### config.mk
export PLATFORM = sky130hd
export DESIGN_NAME = hack_alu_issue_ctrl_flat
export DESIGN_NICKNAME = d
export VERILOG_FILES = /design/src/rtl/hack_alu_issue_ctrl_if.sv /design/src/rtl/hack_alu_issue_ctrl.sv /design/src/flat_wrapper.sv
export SDC_FILE = /design/constraint.sdc
export NUM_CORES = 1
export LEC_CHECK = 0
export BUFFER_PORTS_ARGS = -buffer_cell sky130_fd_sc_hd__buf_2
export CORE_MARGIN = 2
export CORE_UTILIZATION = 42
export DETAILED_ROUTE_END_ITERATION = 10
export PLACE_DENSITY = 0.73
export SLEW_MARGIN = 10
export SYNTH_ARGS = -nofsm -noshare
export SYNTH_HDL_FRONTEND = slang
export SYNTH_SLANG_ARGS = --single-unit
### constraint.sdc
create_clock -name clk -period 1.65 [get_ports clk]
set_input_delay 0.33 -clock clk [delete_from_list [all_inputs] [get_ports clk]]
set_output_delay 0.33 -clock clk [all_outputs]
set_load 0.1 [all_outputs]
### src/rtl/hack_alu_issue_ctrl_if.sv
// Paired-control Hack ALU issue bundle: instruction port, ALU control/operand
// port and result port of hack_alu_issue_ctrl. slave = issue block, master = environment.
interface hack_alu_issue_ctrl_if;
    localparam int DATA_W = 16;

    logic              in_valid;
    logic              in_ready;
    logic [DATA_W-1:0] instr;
    logic [DATA_W-1:0] a_reg;
    logic [DATA_W-1:0] d_reg;
    logic [DATA_W-1:0] m_data;

    logic [DATA_W-1:0] alu_x;
    logic [DATA_W-1:0] alu_y;
    logic [1:0]        zxnx;
    logic [1:0]        zyny;
    logic [1:0]        fno;
    logic [DATA_W-1:0] alu_out;
    logic              alu_zr;
    logic              alu_ng;

    logic              res_valid;
    logic              res_ready;
    logic [DATA_W-1:0] res_data;
    logic              wr_a;
    logic              wr_d;
    logic              wr_m;
    logic              jump;
    logic              illegal;

    modport slave (
        input  in_valid, instr, a_reg, d_reg, m_data, alu_out, alu_zr, alu_ng, res_ready,
        output in_ready, alu_x, alu_y, zxnx, zyny, fno,
               res_valid, res_data, wr_a, wr_d, wr_m, jump, illegal
    );

    modport master (
        output in_valid, instr, a_reg, d_reg, m_data, alu_out, alu_zr, alu_ng, res_ready,
        input  in_ready, alu_x, alu_y, zxnx, zyny, fno,
               res_valid, res_data, wr_a, wr_d, wr_m, jump, illegal
    );
endinterface

### src/rtl/hack_alu_issue_ctrl.sv
// Hack ALU issue/decode controller: one instruction in flight, ALU_LAT wait states.
// Optional feature macro ILLEGAL_TRAP_EN: trap C-instructions whose bits [14:13] are not 2'b11.
module hack_alu_issue_ctrl #(
    parameter int unsigned ALU_LAT = 0
) (
    input logic                 clk,
    input logic                 rst_n,
    hack_alu_issue_ctrl_if.slave bus
);
    localparam int DATA_W = 16;
    localparam int CNT_W  = 3;

    typedef enum logic [1:0] {IDLE, EXEC, RESP} state_t;

    state_t           state;
    logic [CNT_W-1:0] cnt;
    logic [2:0]       jjj;
    logic [2:0]       ddd;
    logic             accept;
    logic             trap;

    assign accept = bus.in_valid & bus.in_ready;

`ifdef ILLEGAL_TRAP_EN
    assign trap = bus.instr[15] & (bus.instr[14:13] != 2'b11);
`else
    assign trap = 1'b0;
`endif

    function automatic logic jump_of(input logic [2:0] j, input logic zr, input logic ng);
        return (j[2] & ng) | (j[1] & zr) | (j[0] & ~zr & ~ng);
    endfunction

    // Dest/jump fields are only consumed after an accept, so they carry no reset.
    always_ff @(posedge clk) begin
        if (accept) begin
            ddd <= bus.instr[5:3];
            jjj <= bus.instr[2:0];
        end
    end

    always_ff @(posedge clk or negedge rst_n) begin
        if (!rst_n) begin
            state         <= IDLE;
            cnt           <= '0;
            bus.in_ready  <= 1'b1;
            bus.res_valid <= 1'b0;
            bus.res_data  <= '0;
            bus.wr_a      <= 1'b0;
            bus.wr_d      <= 1'b0;
            bus.wr_m      <= 1'b0;
            bus.jump      <= 1'b0;
            bus.illegal   <= 1'b0;
            bus.alu_x     <= '0;
            bus.alu_y     <= '0;
            bus.zxnx      <= '0;
            bus.zyny      <= '0;
            bus.fno       <= '0;
        end else begin
            case (state)
                IDLE: begin
                    if (accept) begin
                        bus.in_ready <= 1'b0;
                        if (bus.instr[15] && !trap) begin
                            bus.zxnx  <= bus.instr[11:10];
                            bus.zyny  <= bus.instr[9:8];
                            bus.fno   <= bus.instr[7:6];
                            bus.alu_x <= bus.d_reg;
                            bus.alu_y <= bus.instr[12] ? bus.m_data : bus.a_reg;
                            cnt       <= CNT_W'(ALU_LAT);
                            state     <= EXEC;
                        end else begin
                            // A-instruction (or trapped C-instruction) bypasses the ALU.
                            bus.res_data  <= trap ? bus.instr : {1'b0, bus.instr[DATA_W-2:0]};
                            bus.wr_a      <= ~trap;
                            bus.wr_d      <= 1'b0;
                            bus.wr_m      <= 1'b0;
                            bus.jump      <= 1'b0;
                            bus.illegal   <= trap;
                            bus.res_valid <= 1'b1;
                            state         <= RESP;
                        end
                    end
                end
                EXEC: begin
                    if (cnt == '0) begin
                        bus.res_data  <= bus.alu_out;
                        bus.wr_a      <= ddd[2];
                        bus.wr_d      <= ddd[1];
                        bus.wr_m      <= ddd[0];
                        bus.jump      <= jump_of(jjj, bus.alu_zr, bus.alu_ng);
                        bus.res_valid <= 1'b1;
                        state         <= RESP;
                    end else begin
                        cnt <= cnt - CNT_W'(1);
                    end
                end
                RESP: begin
                    if (bus.res_ready) begin
                        bus.res_valid <= 1'b0;
                        bus.wr_a      <= 1'b0;
                        bus.wr_d      <= 1'b0;
                        bus.wr_m      <= 1'b0;
                        bus.jump      <= 1'b0;
                        bus.illegal   <= 1'b0;
                        bus.in_ready  <= 1'b1;
                        state         <= IDLE;
                    end
                end
                default: begin
                    state        <= IDLE;
                    bus.in_ready <= 1'b1;
                end
            endcase
        end
    end
endmodule

### src/flat_wrapper.sv
// flat-port wrapper written by rule: the top's interface ports become plain ports
module hack_alu_issue_ctrl_flat 
#(
    parameter int unsigned ALU_LAT = 0
)
  (clk, rst_n, bus_in_valid, bus_instr, bus_a_reg, bus_d_reg, bus_m_data, bus_alu_out, bus_alu_zr, bus_alu_ng, bus_res_ready, bus_in_ready, bus_alu_x, bus_alu_y, bus_zxnx, bus_zyny, bus_fno, bus_res_valid, bus_res_data, bus_wr_a, bus_wr_d, bus_wr_m, bus_jump, bus_illegal);
  hack_alu_issue_ctrl_if bus_i ();
  input logic clk;
  input logic rst_n;
  input wire logic [$bits(bus_i.in_valid)-1:0] bus_in_valid;
  input wire logic [$bits(bus_i.instr)-1:0] bus_instr;
  input wire logic [$bits(bus_i.a_reg)-1:0] bus_a_reg;
  input wire logic [$bits(bus_i.d_reg)-1:0] bus_d_reg;
  input wire logic [$bits(bus_i.m_data)-1:0] bus_m_data;
  input wire logic [$bits(bus_i.alu_out)-1:0] bus_alu_out;
  input wire logic [$bits(bus_i.alu_zr)-1:0] bus_alu_zr;
  input wire logic [$bits(bus_i.alu_ng)-1:0] bus_alu_ng;
  input wire logic [$bits(bus_i.res_ready)-1:0] bus_res_ready;
  output wire logic [$bits(bus_i.in_ready)-1:0] bus_in_ready;
  output wire logic [$bits(bus_i.alu_x)-1:0] bus_alu_x;
  output wire logic [$bits(bus_i.alu_y)-1:0] bus_alu_y;
  output wire logic [$bits(bus_i.zxnx)-1:0] bus_zxnx;
  output wire logic [$bits(bus_i.zyny)-1:0] bus_zyny;
  output wire logic [$bits(bus_i.fno)-1:0] bus_fno;
  output wire logic [$bits(bus_i.res_valid)-1:0] bus_res_valid;
  output wire logic [$bits(bus_i.res_data)-1:0] bus_res_data;
  output wire logic [$bits(bus_i.wr_a)-1:0] bus_wr_a;
  output wire logic [$bits(bus_i.wr_d)-1:0] bus_wr_d;
  output wire logic [$bits(bus_i.wr_m)-1:0] bus_wr_m;
  output wire logic [$bits(bus_i.jump)-1:0] bus_jump;
  output wire logic [$bits(bus_i.illegal)-1:0] bus_illegal;
  assign bus_i.in_valid = bus_in_valid;
  assign bus_i.instr = bus_instr;
  assign bus_i.a_reg = bus_a_reg;
  assign bus_i.d_reg = bus_d_reg;
  assign bus_i.m_data = bus_m_data;
  assign bus_i.alu_out = bus_alu_out;
  assign bus_i.alu_zr = bus_alu_zr;
  assign bus_i.alu_ng = bus_alu_ng;
  assign bus_i.res_ready = bus_res_ready;
  assign bus_in_ready = bus_i.in_ready;
  assign bus_alu_x = bus_i.alu_x;
  assign bus_alu_y = bus_i.alu_y;
  assign bus_zxnx = bus_i.zxnx;
  assign bus_zyny = bus_i.zyny;
  assign bus_fno = bus_i.fno;
  assign bus_res_valid = bus_i.res_valid;
  assign bus_res_data = bus_i.res_data;
  assign bus_wr_a = bus_i.wr_a;
  assign bus_wr_d = bus_i.wr_d;
  assign bus_wr_m = bus_i.wr_m;
  assign bus_jump = bus_i.jump;
  assign bus_illegal = bus_i.illegal;
  hack_alu_issue_ctrl #(.ALU_LAT(ALU_LAT)) u_core (.clk(clk), .rst_n(rst_n), .bus(bus_i));
endmodule
==> results by group <==
Outcome
  • Status: complete, but fails checks
  • Failing checks: setup timing

Placement
  • Placed cell area: 4240 µm²
  • Global placer's final weighted congestion: 0.750
  • DP Wirelength: 5.40 mm
  • Port bufs: 145
  • Placed Cells: 484

STA
  • Final worst-path cycle share: 102%
  • Fin crit period: 1.68 ns
  • Worst-Margin Slew: 0.510 ns
  • Final Hold Fails: 0
  • Max_slew headroom: 66.0%
  • Unrepaired setup endpoints after global routing: true
  • Worst Slack Setup Final: -0.0278 ns
  • Final setup violation count: 9
  • Setup tns final: -0.122 ns
  • Fin. max-slew vios: 0
  • Worst Skew: 0.00994 ns
  • Fmax: 596 MHz
  • Fin Hold WS: 0.178 ns

Floorplan
  • Starting density of the core: 42.6%
  • CORE AREA: 7610 µm²
  • Die height: 91.8 µm
  • Die area: 8430 µm²
  • I/O pin count: 147
  • Die X: 91.8 µm
  • Row count: 32

Final layout
  • Share of cells above drive strength 1: 59.6%
  • Fin nets: 486
  • Fillers: 645
  • Non-Filler Instances: 505
  • Reg area: 1810 µm²
  • Antenna cells: 0
  • Multi-input gate area: 1430 µm²
  • Cell area after layout: 4570 µm²
  • Area Growth Syn to Fin: 41.2%

Clock network
  • Num CTS Buffers: 9
  • CTS tree: yes
  • CTS clock-pin slew for the worst setup and hold paths: 0.08 ns
  • H-tree levels: 3
  • Worst skew pair latency: 0.34 ns
  • CTS Sinks: 71
  • Root buf cell: clkbuf_8
  • Clk buf depth: 2

Route
  • Detail-routed net length per standard cell: 14.9 µm
  • Via count: 2,492
  • Detailed Route Iter0 Violations: 56
  • Met3 WL: 469 µm
  • Drt first pass iters: 4
  • Metal1 wirelength: 3.22 mm
  • Drc violations: 0
  • Avg Vias per Cell: 4.93
  • DRT Wirelength: 7.53 mm
  • DR top layer: met4
  • Post-route ant nets: 0
  • Met2 WL post-DR: 3.73 mm

Worst setup path
  • Crit-path max FO: 6
  • Critical path required time: 1.87 ns
  • Cell Chain, Critical Path: inv_2 -> ha_4 -> ha_4 -> nand2_4 -> a21oi_4 -> clkbuf_16 -> mux2_4
  • Worst setup EP type: register
  • Cell mode on critical path: ha_4
  • Setup CP Type: register to register
  • WP data arrival: 1.90 ns
  • CP max stage cell: dfrtp_1
  • Worst path bufs/invs: 2
  • Critical path startpoint category: register
  • CP max stage delay: 0.39 ns
  • CP delay by family, top: flip-flops

GRT
  • GR Util All Layers: 17.8%
  • First-pass GRT wire length: 11.8 mm
  • Pin count of the biggest net entering global routing: 66
  • Number of global-route vias before repair: 2,431
  • Antenna violations before repair: 0
  • Gr ovfl total: 0

Synthesis
  • Netlist cell types: 42
  • Mapped Area: 3240 µm²
  • EDFF count, synth: 6
  • Fraction of registers with async set or reset after synthesis: 91.5%
  • Synth Register Bits: 71
  • Synth warn: 0
  • Area leader, netlist: dfrtp_1
  • Top-count cell post-synth: dfrtp_1
  • Avg Cell Area, Syn: 13.6 µm²
  • Synth top cells by count: dfrtp_1, o21ai_0, mux2_2
  • Post-Synthesis Cells: 239
  • Dominant synthesized flop cell: dfrtp_1
  • Synth top area cells: dfrtp_1, mux2_4, mux2_2
  • Top cell type's share of synthesized area: 49.4%
  • Syn Nets: 327
  • Seq/Total Area, Yosys: 55.8%

Hold path
  • Hold Crit Class: input port to register

Run
  • # Max-Cap Violations: 0
## final cells by class
type                    count  share of cell area, %
inverters                   8                  0.656
clock buffers              11                   2.87
clock inverters             5                   1.81
flip-flops and latches     71                   39.6
multi-input cells         144                   31.3
well taps                 102                   2.79
repair buffers            164                   20.9
## state kept, by name (all words and copies together), names as in the netlist
name,count
u_core.bus.alu_x,16
u_core.bus.alu_y,16
u_core.bus.fno,2
u_core.bus.in_ready,1
u_core.bus.jump,1
u_core.bus.res_data,16
u_core.bus.res_valid,1
u_core.bus.wr_a,1
u_core.bus.wr_d,1
u_core.bus.wr_m,1
u_core.bus.zxnx,2
u_core.bus.zyny,2
u_core.cnt,3
u_core.ddd,3
u_core.jjj,3
u_core.state,2
## per-stage QoR
step,util (%),worst slack (ns)
5_1_grt,60.1,-0.101
3_5_place_dp,55.8,-0.0460
3_3_place_gp,55.8,0.0317
2_1_floorplan,-,-0.204
4_1_cts,58.9,-0.0113
6_report,60.1,-0.0278
## repair_timing
action,4_1_cts,5_1_grt
endpoints found under the hold margin,1,0
setup endpoints to repair,9,16
pin swaps,1,3
hold buffers,1,0
cloned,0,1
buffers inserted,1,2
gates resized for setup,2,13
## cells by family (layout without fill, tap and decap cells)
| group | Yosys count | after routing | share of synthesized area (%) |
|---|---|---|---|
| compound gates | 55 | 55 | 10.2 |
| simple gates | 16 | 16 | 3.40 |
| other cells | 1 | 1 | 0.116 |
| mux | 70 | 70 | 25.7 |
| buf+inv | 24 | 188 | 3.98 |
| fa+ha+maj | 2 | 2 | 0.772 |
| flops | 71 | 71 | 55.8 |
## metal layers
metal / up-vias / GRT usage, %
li1: 1182 / -
met1: 1209 / 22.1
met2: 91 / 30.0
met3: 10 / 3.62
met4: 0 / 8.21
met5: - / 0
## worst reg2reg max path, stage by stage, from the launching register on
cell and delay [ns]:
dfrtp_1 0.39, inv_2 0.08, ha_4 0.15, ha_4 0.16
nand2_4 0.06, a21oi_4 0.23, clkbuf_16 0.20, mux2_4 0.29
## final timing paths
path,slack (ns),cells past startpoint,end,from
max,-0.03,7,u_core.bus.res_data[6],u_core.cnt[1]
min,0.18,1,u_core.ddd[1],bus_instr[4]
max reg2reg,-0.03,7,u_core.bus.res_data[6],u_core.cnt[1]
min reg2reg,0.49,2,u_core.bus.alu_y[13],u_core.bus.alu_y[13]
max in group asynchronous,0.79,3,u_core.bus.in_ready,rst_n
min in group asynchronous,0.53,3,u_core.bus.alu_x[11],rst_n
## cell usage in the layout, fill, tap and decap left out, types with 2 or more instances in the layout
cell and instances:
edfxtp_1 6, buf_12 5, a21o_1 2, o22ai_1 2, buf_4 12, clkbuf_1 2
mux2_2 14, buf_2 144, clkbuf_8 9, o21ai_0 31, bufinv_16 2, o21ai_1 6
o2bb2ai_1 2, ha_4 2, and2_1 2, a22oi_1 2, dfrtp_1 64, o211ai_1 4
inv_2 2, mux2i_1 18, inv_1 6, mux2_4 38, clkinv_4 2
Power is left out: the tool's default activity adds up to more than one toggle a clock period on the data nets, which glitch-free logic cannot reach.
